===== src/rtl/seven_seg_scanner.sv =====
// Four-digit multiplexed BCD display scanner with SHOW/BLANK dwell and frame-synchronous update.
// Optional macro LEADING_ZERO_BLANK_EN blanks leading zero digits (digit 0 is never blanked).
module seven_seg_scanner #(
    parameter int unsigned REFRESH_DIV  = 100000,
    parameter int unsigned BLANK_CYCLES = 500
) (
    input  logic        clk,
    input  logic        rst,
    input  logic        enable,
    input  logic [15:0] value,
    input  logic        load,
    output logic [3:0]  bcd_out,
    output logic [3:0]  anodes,
    output logic        frame_tick
);

    localparam int unsigned MAXC = (REFRESH_DIV > BLANK_CYCLES) ? REFRESH_DIV : BLANK_CYCLES;
    localparam int unsigned CW   = (MAXC > 1) ? $clog2(MAXC) : 1;
    localparam logic [CW-1:0] SHOW_LAST  = CW'(REFRESH_DIV - 1);
    localparam logic [CW-1:0] BLANK_LAST = CW'((BLANK_CYCLES > 0) ? BLANK_CYCLES - 1 : 0);

    typedef enum logic [1:0] {
        S_IDLE,
        S_SHOW,
        S_BLANK
    } state_t;

    state_t          r_state, w_state_nxt;
    logic [1:0]      r_idx, w_idx_nxt;
    logic [CW-1:0]   r_cnt, w_cnt_nxt;
    logic [15:0]     r_pending, r_display;
    logic [15:0]     w_pend_nxt, w_disp_nxt;
    logic            w_xfer;
    logic [3:0]      w_anodes_nxt, w_bcd_nxt;

    always_comb begin
        w_state_nxt = r_state;
        w_idx_nxt   = r_idx;
        w_cnt_nxt   = r_cnt + 1'b1;
        case (r_state)
            S_IDLE: begin
                w_cnt_nxt = '0;
                if (enable) begin
                    w_state_nxt = S_SHOW;
                    w_idx_nxt   = 2'd0;
                end
            end
            S_SHOW: begin
                if (r_cnt == SHOW_LAST) begin
                    w_cnt_nxt = '0;
                    if (BLANK_CYCLES == 0) begin
                        w_idx_nxt = r_idx + 2'd1;
                    end else begin
                        w_state_nxt = S_BLANK;
                    end
                end
            end
            S_BLANK: begin
                if (r_cnt == BLANK_LAST) begin
                    w_cnt_nxt   = '0;
                    w_state_nxt = S_SHOW;
                    w_idx_nxt   = r_idx + 2'd1;
                end
            end
            default: begin
                w_state_nxt = S_IDLE;
                w_idx_nxt   = 2'd0;
                w_cnt_nxt   = '0;
            end
        endcase
        if (!enable) begin
            w_state_nxt = S_IDLE;
            w_idx_nxt   = 2'd0;
            w_cnt_nxt   = '0;
        end

        // Transfer on any fresh entry to digit 0; load in the same cycle bypasses pending.
        w_xfer     = (w_state_nxt == S_SHOW) && (w_idx_nxt == 2'd0) &&
                     !((r_state == S_SHOW) && (r_idx == 2'd0));
        w_pend_nxt = load ? value : r_pending;
        w_disp_nxt = w_xfer ? w_pend_nxt : r_display;

        w_anodes_nxt = 4'b1111;
        w_bcd_nxt    = 4'hF;
        if (w_state_nxt == S_SHOW) begin
            w_anodes_nxt = ~(4'b0001 << w_idx_nxt);
            w_bcd_nxt    = w_disp_nxt[{w_idx_nxt, 2'b00} +: 4];
`ifdef LEADING_ZERO_BLANK_EN
            if ((w_idx_nxt != 2'd0) && ((w_disp_nxt >> {w_idx_nxt, 2'b00}) == 16'h0000)) begin
                w_bcd_nxt = 4'hF;
            end
`endif
        end
    end

    always_ff @(posedge clk) begin
        if (rst) begin
            r_state    <= S_IDLE;
            r_idx      <= 2'd0;
            r_cnt      <= '0;
            r_pending  <= '0;
            r_display  <= '0;
            anodes     <= 4'b1111;
            bcd_out    <= 4'hF;
            frame_tick <= 1'b0;
        end else begin
            r_state    <= w_state_nxt;
            r_idx      <= w_idx_nxt;
            r_cnt      <= w_cnt_nxt;
            r_pending  <= w_pend_nxt;
            r_display  <= w_disp_nxt;
            anodes     <= w_anodes_nxt;
            bcd_out    <= w_bcd_nxt;
            frame_tick <= w_xfer;
        end
    end

endmodule


===== config.mk =====
export PLATFORM = sky130hd
export DESIGN_NAME = seven_seg_scanner
export DESIGN_NICKNAME = d
export VERILOG_FILES = /design/src/rtl/seven_seg_scanner.sv
export SDC_FILE = /design/constraint.sdc
export NUM_CORES = 1
export LEC_CHECK = 0
export CAP_MARGIN = 20
export CORE_MARGIN = 4
export CORE_UTILIZATION = 30
export DETAILED_ROUTE_END_ITERATION = 10
export DONT_BUFFER_PORTS = 1
export PLACE_DENSITY = 0.51
export SETUP_SLACK_MARGIN = 0.02
export SKIP_CTS_REPAIR_TIMING = 1
export SYNTH_ARGS = -nofsm -noshare
export SYNTH_HDL_FRONTEND = slang
export SYNTH_SLANG_ARGS = --single-unit

===== constraint.sdc =====
create_clock -name clk -period 3.2 [get_ports clk]
set_clock_uncertainty 0.05 [all_clocks]
set_input_delay 0.32 -clock clk [delete_from_list [all_inputs] [get_ports clk]]
set_output_delay 0.32 -clock clk [all_outputs]
set_load 0.03 [all_outputs]

# After elaboration in Yosys (flattened, before gate mapping)
# Index checks and enable logic that the tools add are counted.
[totals] regBits=62 latch_bits=0 mem_bits_rw=0 rom_bits=0 in_bits=20 output_inout_bits=9 word_cells=41 n_memories=0
[op_classes] addsub=2 n_mul=0 n_div=0 n_lt_le_gt_ge=0 n_eq_ne=5 shift=2 muxes=12 n_bitwise=3 n_reduce_logical=9
[op_table] cell="$mux 17" count=2
[op_table] cell="$pmux 17 s2" count=1
[op_table] cell="$mux 16" count=2
[op_table] cell="$add 17x1->17 const B" count=1
[op_table] cell="$eq 17x17->1 const B" count=1
[op_table] cell="$eq 17x9->1 const B" count=1
[op_table] cell="$shiftx 16x5->4" count=1
[op_table] cell="$mux 2" count=5
[op_table] cell="$logic_not 2->1" count=3
[op_table] cell="$pmux 2 s3" count=1
[op_table] cell="$eq 2x1->1 const B" count=2
[op_table] cell="$not 4->4" count=1
[op_table] cell="$pmux 2 s2" count=1
[op_table] cell="$reduce_or 2->1" count=2
[op_table] cell="$shl 1x2->4 const A" count=1
[op_table] cell="$logic_and 1x1->1" count=3
[op_table] cell="$add 2x1->2 const B" count=1
[op_table] cell="$eq 2x2->1 const B" count=1
[op_table] cell="$not 1->1" count=2
[op_table] cell="$logic_not 1->1" count=1

# Longest topological paths before layout
# Gate-level depths: netlist (run 1).
[depth] depth_word=9 mapped_depth=10 ltp_nobuf=9

# Least setup slack after synthesis (run 1)
# Ideal clock, no wire load.
[synth_timing] kind="register -> register" start="register r_state[0]" end="register bcd_out[1]" setup_ns=0.136 arrival_ns=2.032 required_time_ns=3.014 slack_ns=0.982 stages_incl_launch_ff=10 path_buffers=1 period_less_slack_ns=2.218 path_cell_list="dfxtp_1 inv_1 ha_1 and3_1 a31oi_1 a211o_1 and2_4 buf_6 a222oi_1 o211ai_1"
[synth_via] elab_chain_len=8 elab_cells_between_ends=19 cone_classes="eq/ne (3); shift (1); mux (7); bitwise (1); reduce/logical (7)"
[synth_lines] item="from (decl)" line_no="28" text="state_t r_state, w_state_nxt;"
[synth_lines] item="from (signal assigned)" line_no="107" text="r_state <= w_state_nxt;"
[synth_lines] item="$eq 2x2->1, or another cell as far along" line_no="40" text="case (r_state)"
[synth_lines] item="$pmux 2 s3 or $pmux 2 s2 (tied branches)" line_no="40"
[synth_lines] item="$mux 2" line_no="71" text="if (!enable) begin"
[synth_lines] item="$eq 2x1->1 or $logic_not 2->1 (tied branches)" line_no="78, 85"
[synth_lines] item="$logic_and 1x1->1 (2 in a row)" line_no="78" text="w_xfer = (w_state_nxt == S_SHOW) && (w_idx_nxt == 2'd0) &&"
[synth_lines] item="$mux 16" line_no="81" text="w_disp_nxt = w_xfer ? w_pend_nxt : r_display;"
[synth_lines] item="$shiftx 16x5->4" line_no="87" text="w_bcd_nxt = w_disp_nxt[{w_idx_nxt, 2'b00} +: 4];"
[synth_lines] item="to (signal assigned)" line_no="113" text="bcd_out <= w_bcd_nxt;"
[synth_lines] item="to (decl)" line_no="12" text="output logic [3:0] bcd_out,"
# Several ways; a longest one is shown, not always the timed one.
# A chain may end at the register's enable or synchronous reset.

# Worst setup path in the final report (run 1)
[layout_timing] start="register r_cnt[11]" end="register bcd_out[3]"
[layout_via] elab_chain_len=9 elab_cells_between_ends=17 cone_classes="eq/ne (3); shift (1); mux (8); bitwise (1); reduce/logical (4)"
[layout_lines] item="from (decl)" line_no="30" text="logic [CW-1:0] r_cnt, w_cnt_nxt;"
[layout_lines] item="from (signal assigned)" line_no="109" text="r_cnt <= w_cnt_nxt;"
[layout_lines] item="$eq 17x9->1 or $eq 17x17->1 (tied branches)" line_no="59, 49"
[layout_lines] item="$mux 2, on equally long branches" line_no="59, 49"
[layout_lines] item="$pmux 2 s3 or $pmux 2 s2 (tied branches)" line_no="40"
[layout_lines] item="$mux 2" line_no="71"
[layout_lines] item="$eq 2x1->1 or $logic_not 2->1 (tied branches)" line_no="78, 85"
[layout_lines] item="$logic_and 1x1->1 (2 in a row)" line_no="78"
[layout_lines] item="$mux 16" line_no="81"
[layout_lines] item="$shiftx 16x5->4" line_no="87"
# Several ways; a longest one is shown, not always the timed one.

==> flow_summary.ini, run 1 <==
[outcome]
outcome = complete, no violations

[drt]
drt_first_iter_violations = 105
avgViaCountPerCell = 4.955
vias = 1987
ant_nets = 0
post-route-drc-count = 0
finalWirelength_um = 5693
dr.pass1.iters = 5
wl_per_cell_um = 14.20

[cells_and_area]
final_area_um2 = 3078
layout-drive-gt1-share_pct = 9.556
syn2layout_area_growth_pct = 13.94
finalNetCount = 314
n_antenna_cell = 0

[critical_path]
cpMaxStageDelayCell = and2_4
critPathBufInv = 0
regToRegSetupSlack_ps = 620
reg2reg_depth = 7
rr_startpoint = r_cnt[11]
slowest_delay_ps = 430
crit_chain = nor4_2, and3_1, nand3_1, a32oi_2, and2_4, o21ai_0, o2111ai_1
r2r-end = bcd_out[3]
path_delay_family = simple AND/OR/NAND/NOR gates
crit_required_ps = 3400
critPathLaunchType = register
critical_path_class = register to register
end_kind = register
cp.arrival_ps = 2780
critPathMaxFanout = 30

[synthesis]
synth_edf_count = 0
synth-warning-count = 0
synth_compound_area_share_pct = 14.03
avgSynthCellArea_um2 = 9.412
yosys-top-cells-area = dfxtp_1 (46%), nor2_1 (7.2%), mux2i_1 (6.3%)
synth_flop_cell = dfxtp_1
yosysSeqAreaShare_pct = 45.95
yosysUniqueCellTypes = 47
synthesis.nets = 313
synthMuxAreaShare_pct = 8.800
synth_top_area_share_pct = 45.95
async_flop_share_pct = 0
synth-seq-cells = 62
syn-cell-area_um2 = 2701
synthAdderAreaFrac_pct = 2.779
syn_inst = 287
synth_top_family_by_area = simple AND/OR/NAND/NOR gates
synthXorXnorAreaFrac_pct = 4.215
yosysTopAreaCell = dfxtp_1
yosys.area_share.simple_pct = 20.66

[floorplan]
rows = 34
initial_core_util_pct = 30.98
die_y_um = 102.9
io_pins = 29
dieArea_um2 = 10590
core_area_um2 = 8721
fp.dieW_um = 102.9

[power]
powerDensity_nw_per_um2 = 603.1
vdd_drop_max_uv = 274.5
internal_power_mw = 1.454
p_clk_share_pct = 49.3
power.switching_uw = 401.9
pwr-share-comb_pct = 5.9
p_seq_share_pct = 44.8
power.total_mw = 1.856
netSwitchingFraction_pct = 21.65
total_leakage_power_nw = 1.106

[global_routing]
grt_overflow_total = 0
grt_pass1_vias = 1865
grt_pass1_wl_um = 9142
grt_max_degree = 37
antenna_found_initial = 0
grt_util_all_layers_pct = 11.07

[timing]
setup_violations = 0
whs_ps = 103.5
worst_pin_slew_ps = 587.2
post-route-period-util_pct = 80.65
hold_viol_final = 0
drv_slew = 0
rsz0062_at_grt = false
fin_crit_ps = 2581
setup_tns_ps = 0
slew_headroom_pct = 60.85
fmax_mhz = 387.5

[clock_network]
h-tree-depth = 3
numCtsBuffers = 9
root_buffer = clkbuf_8
clk_latency_ps = 340
cts_tree = done
clkSinkCount = 62
cts_max_path_buffers = 2
clkTransAtPathRegs_ps = 80

[placed_design]
hpwl_um = 3933
port_buffers = 0
gp_congestion = 0.7679
placed_cell_area_um2 = 2781

[hold_path]
hold_class = primary input to register
min-delay-start = value[12]
min_path_cells = 2
holdPathEnd = r_pending[12]

[flow_run]
drv_cap = 0
how the worst max path moves through the flow:
stage	slack [ps]	start	end	cells after the start
after floorplan	980	r_state[0]	bcd_out[1]	9
after global placement	660	r_cnt[4]	bcd_out[3]	7
after detailed placement	650	r_cnt[11]	bcd_out[3]	7
after CTS	620	r_cnt[11]	bcd_out[3]	7
after global routing	390	r_cnt[6]	bcd_out[3]	7
final	620	r_cnt[11]	bcd_out[3]	7
kinds of logic after synthesis:
| logic type | count (synthesis) |
|---|---|
| XOR/XNOR | 13 |
| AND/OR/NAND/NOR | 109 |
| buffers and inverters | 23 |
| flip-flops | 62 |
| AO/OA/AOI/OAI | 51 |
| multiplexers | 23 |
| adder cells (fa/ha/maj) | 6 |
state kept, by name, indices dropped and copies added, names as in the netlist:
register,count
anodes,4
r_idx,2
r_cnt,17
r_display,16
frame_tick,1
r_pending,16
bcd_out,4
r_state,2
worst register-to-register path, cell delays in order (launching register included):
cell and delay, ps:
dfxtp_1 370, nor4_2 400, and3_1 340, nand3_1 120, a32oi_2 380, and2_4 430
o21ai_0 180, o2111ai_1 220
synthesized netlist by cell type (all sizes together) (4+ instances only):
cell type,number
a21oi,7
a211oi,12
nand3,9
and2,4
o211ai,5
ha,6
nor2b,6
nor2,52
mux2,6
mux2i,17
nand2,14
inv,11
o21ai,5
xor2,10
nand4,8
dfxtp,62
clkbuf,9
per-layer routing:
| metal | vias to the layer above | track usage [%] | share of wire, % |
|---|---|---|---|
| li1 | 1030 | - | - |
| met3 | 4 | 4.195 | 5.8 |
| met4 | 0 | 4.482 | 1.1 |
| met2 | 40 | 15.00 | 42 |
| met5 | - | 0 | 0 |
| met1 | 913 | 15.66 | 51 |
final cells by class:
type / count / area [µm²]
clock buffer: 9 / 123.9
clock inverter: 7 / 142.6
fill: 887 / 5643
inverter: 11 / 41.29
multi-input combinational: 202 / 1364
sequential: 62 / 1241
tap: 108 / 135.1
timing repair buffer: 2 / 30.03
power by group through the flow:
stage | Sequential (mW) | Clock [mW] | Combinational [mW]
6_report | 0.831 | 0.916 | 0.109
5_1_grt | 0.835 | 0.973 | 0.125
4_1_cts | 0.832 | 0.937 | 0.0995
3_5_place_dp | 0.850 | 0 | 0.0988
3_3_place_gp | 0.850 | 0 | 0.0976
2_1_floorplan | 0.844 | 0 | 0.0949
metrics by stage:
step / instances / worst slack, ps / util (%)
5_1_grt: 401 / 394.6 / 35.29
3_5_place_dp: 383 / 653.4 / 31.89
6_report: 401 / 619.3 / 35.29
4_1_cts: 399 / 620.8 / 34.95
3_3_place_gp: 383 / 663.6 / 31.89
2_1_floorplan: 287 / 982.4 / -
cell usage in the layout (no fill, tap or decap), drive strengths merged, types with 2 or more instances in the layout:
master	instances
a21oi	7
a22oi	2
or3	3
a211o	2
nand2	14
dfxtp	62
o211ai	5
and2	4
nand4	8
and3	3
a21o	2
xnor2	3
nor2b	6
a222oi	2
mux2i	17
o21ai	5
a31oi	3
bufinv	4
and4	2
a32o	2
nand3	9
ha	6
o2111ai	3
xor2	10
inv	13
nor4	2
clkbuf	9
mux2	6
nor2	52
a211oi	12
(Power assumes the default switching activity.)
==> run 2, diff against run 1 <==
Clock period 3.2 ns to 2.6 ns, I/O delays scaled along.
==> flow_summary.ini, run 2 (synthesis results as in run 1) <==
[outcome]
outcome = complete, no violations

[clock_network]
cts_max_path_buffers = 2
h-tree-depth = 3
clkSinkCount = 62
clkTransAtPathRegs_ps = 70
numCtsBuffers = 9
cts_tree = done
clk_latency_ps = 340
root_buffer = clkbuf_8

[critical_path]
critPathBufInv = 0
critical_path_depth = 7
reg2reg_depth = 7
critPathLaunchType = register
path_delay_family = compound AO/OA/AOI/OAI gates
cpMaxStageDelayCell = or3_1
critical_path_class = register to register
slowest_delay_ps = 440
critPathMaxFanout = 15
cp.arrival_ps = 2580
end_kind = register
crit_chain = nand4b_1, or3_1, o2111ai_1, a32oi_2, and2_4, a222oi_1, o211ai_1
crit_required_ps = 2750

[cells_and_area]
top_register = r_cnt
fill_cells = 868
mostFrequentLayoutCells = dfxtp_1 (61), nor2_1 (52), mux2i_1 (17), nand2_1 (14), a211oi_1 (12)
largest_register_ffs = 17
final_common_cell = dfxtp_1
final_area_um2 = 3069
finalNetCount = 319
syn2layout_area_growth_pct = 13.62
layout-drive-gt1-share_pct = 12.08
reg_top3 = r_cnt x17, r_display x16, r_pending x16
n_antenna_cell = 0

[hold_path]
hold_class = primary input to register
min_path_cells = 2

[placed_design]
port_buffers = 0
placed_cell_area_um2 = 2819
dp_slack_ps = 145.7
gp_congestion = 0.8346
hpwl_um = 3989

[timing]
hold_viol_final = 0
rsz0062_at_grt = false
slew_headroom_pct = 74.01
setup_violations = 0
fin_crit_ps = 2426
fin_ws_ps = 174.2
setup_tns_ps = 0
post-route-period-util_pct = 93.30
worst_pin_slew_ps = 389.9
fmax_mhz = 412.2
drv_slew = 0

[power]
powerDensity_nw_per_um2 = 655.2
total_leakage_power_nw = 1.099
vdd_drop_max_uv = 180.0

[global_routing]
grt_pass1_vias = 1978
grt_overflow_total = 0
grt_max_degree = 37
antenna_found_initial = 0
grt_pass1_wl_um = 9508
grt_util_all_layers_pct = 11.60

[flow_run]
drv_cap = 0

[floorplan]
dieArea_um2 = 10590
core_area_um2 = 8721
io_pins = 29
rows = 34
fp.dieW_um = 102.9
initial_core_util_pct = 30.98
die_y_um = 102.9

[drt]
avgViaCountPerCell = 5.002
post-route-drc-count = 0
drt_first_iter_violations = 109
wl_per_cell_um = 14.10
finalWirelength_um = 5726
dr.pass1.iters = 5
ant_nets = 0
vias = 2031
[run 2: cell types whose count changed in the layout (fill, tap and decap cells not counted), sizes merged]
| cell | before | now |
|---|---|---|
| buf | 1 | 6 |
| bufinv | 4 | 1 |
| clkbuf | 9 | 11 |
| clkinvlp | 0 | 2 |
| inv | 13 | 11 |
| and2 | 4 | 5 |
| clkinv | 1 | 2 |
| dlygate4sd3 | 1 | 0 |
[run 2: path summary, 6_finish.rpt]
kind / start / endpoint / slack, ps
worst max-delay path: r_cnt[8] / bcd_out[1] / 170
worst min-delay path: enable / r_state[1] / 40
worst max register to register: r_cnt[8] / bcd_out[1] / 170
worst min register to register: r_cnt[0] / r_cnt[0] / 410
[run 2: through the flow]
stage,total power [mW],instances,hold slack (ps),utilization [%]
2_1_floorplan,1.155,287,373.4,-
4_1_cts,2.024,404,-87.16,34.62
5_1_grt,2.109,406,53.32,35.19
3_5_place_dp,1.169,388,288.7,32.32
6_report,2.011,406,42.47,35.19
3_3_place_gp,1.167,388,286.8,32.32
[run 2: area by class of cell]
cell class	count	area, µm²	share of cell area (%)
clock buffers	11	141.4	4.607
clock inverters	5	58.81	1.916
inverters	11	41.29	1.345
multi-input cells	203	1393	45.37
flip-flops and latches	62	1242	40.48
well taps	108	135.1	4.403
repair buffers	6	57.56	1.875
[run 2: metal layers]
layer	vias up	track usage, %	routed length, µm
met2	38	16.13	2473
met3	2	4.601	345
met4	0	4.880	29
li1	1039	-	-
met5	-	0	0
met1	952	15.89	2878
[run 2: power by group]
group          switching, mW  total, mW  internal [mW]
Clock                  0.381      0.850          0.469
Sequential            0.0314       1.02          0.992
Combinational         0.0755      0.137         0.0618
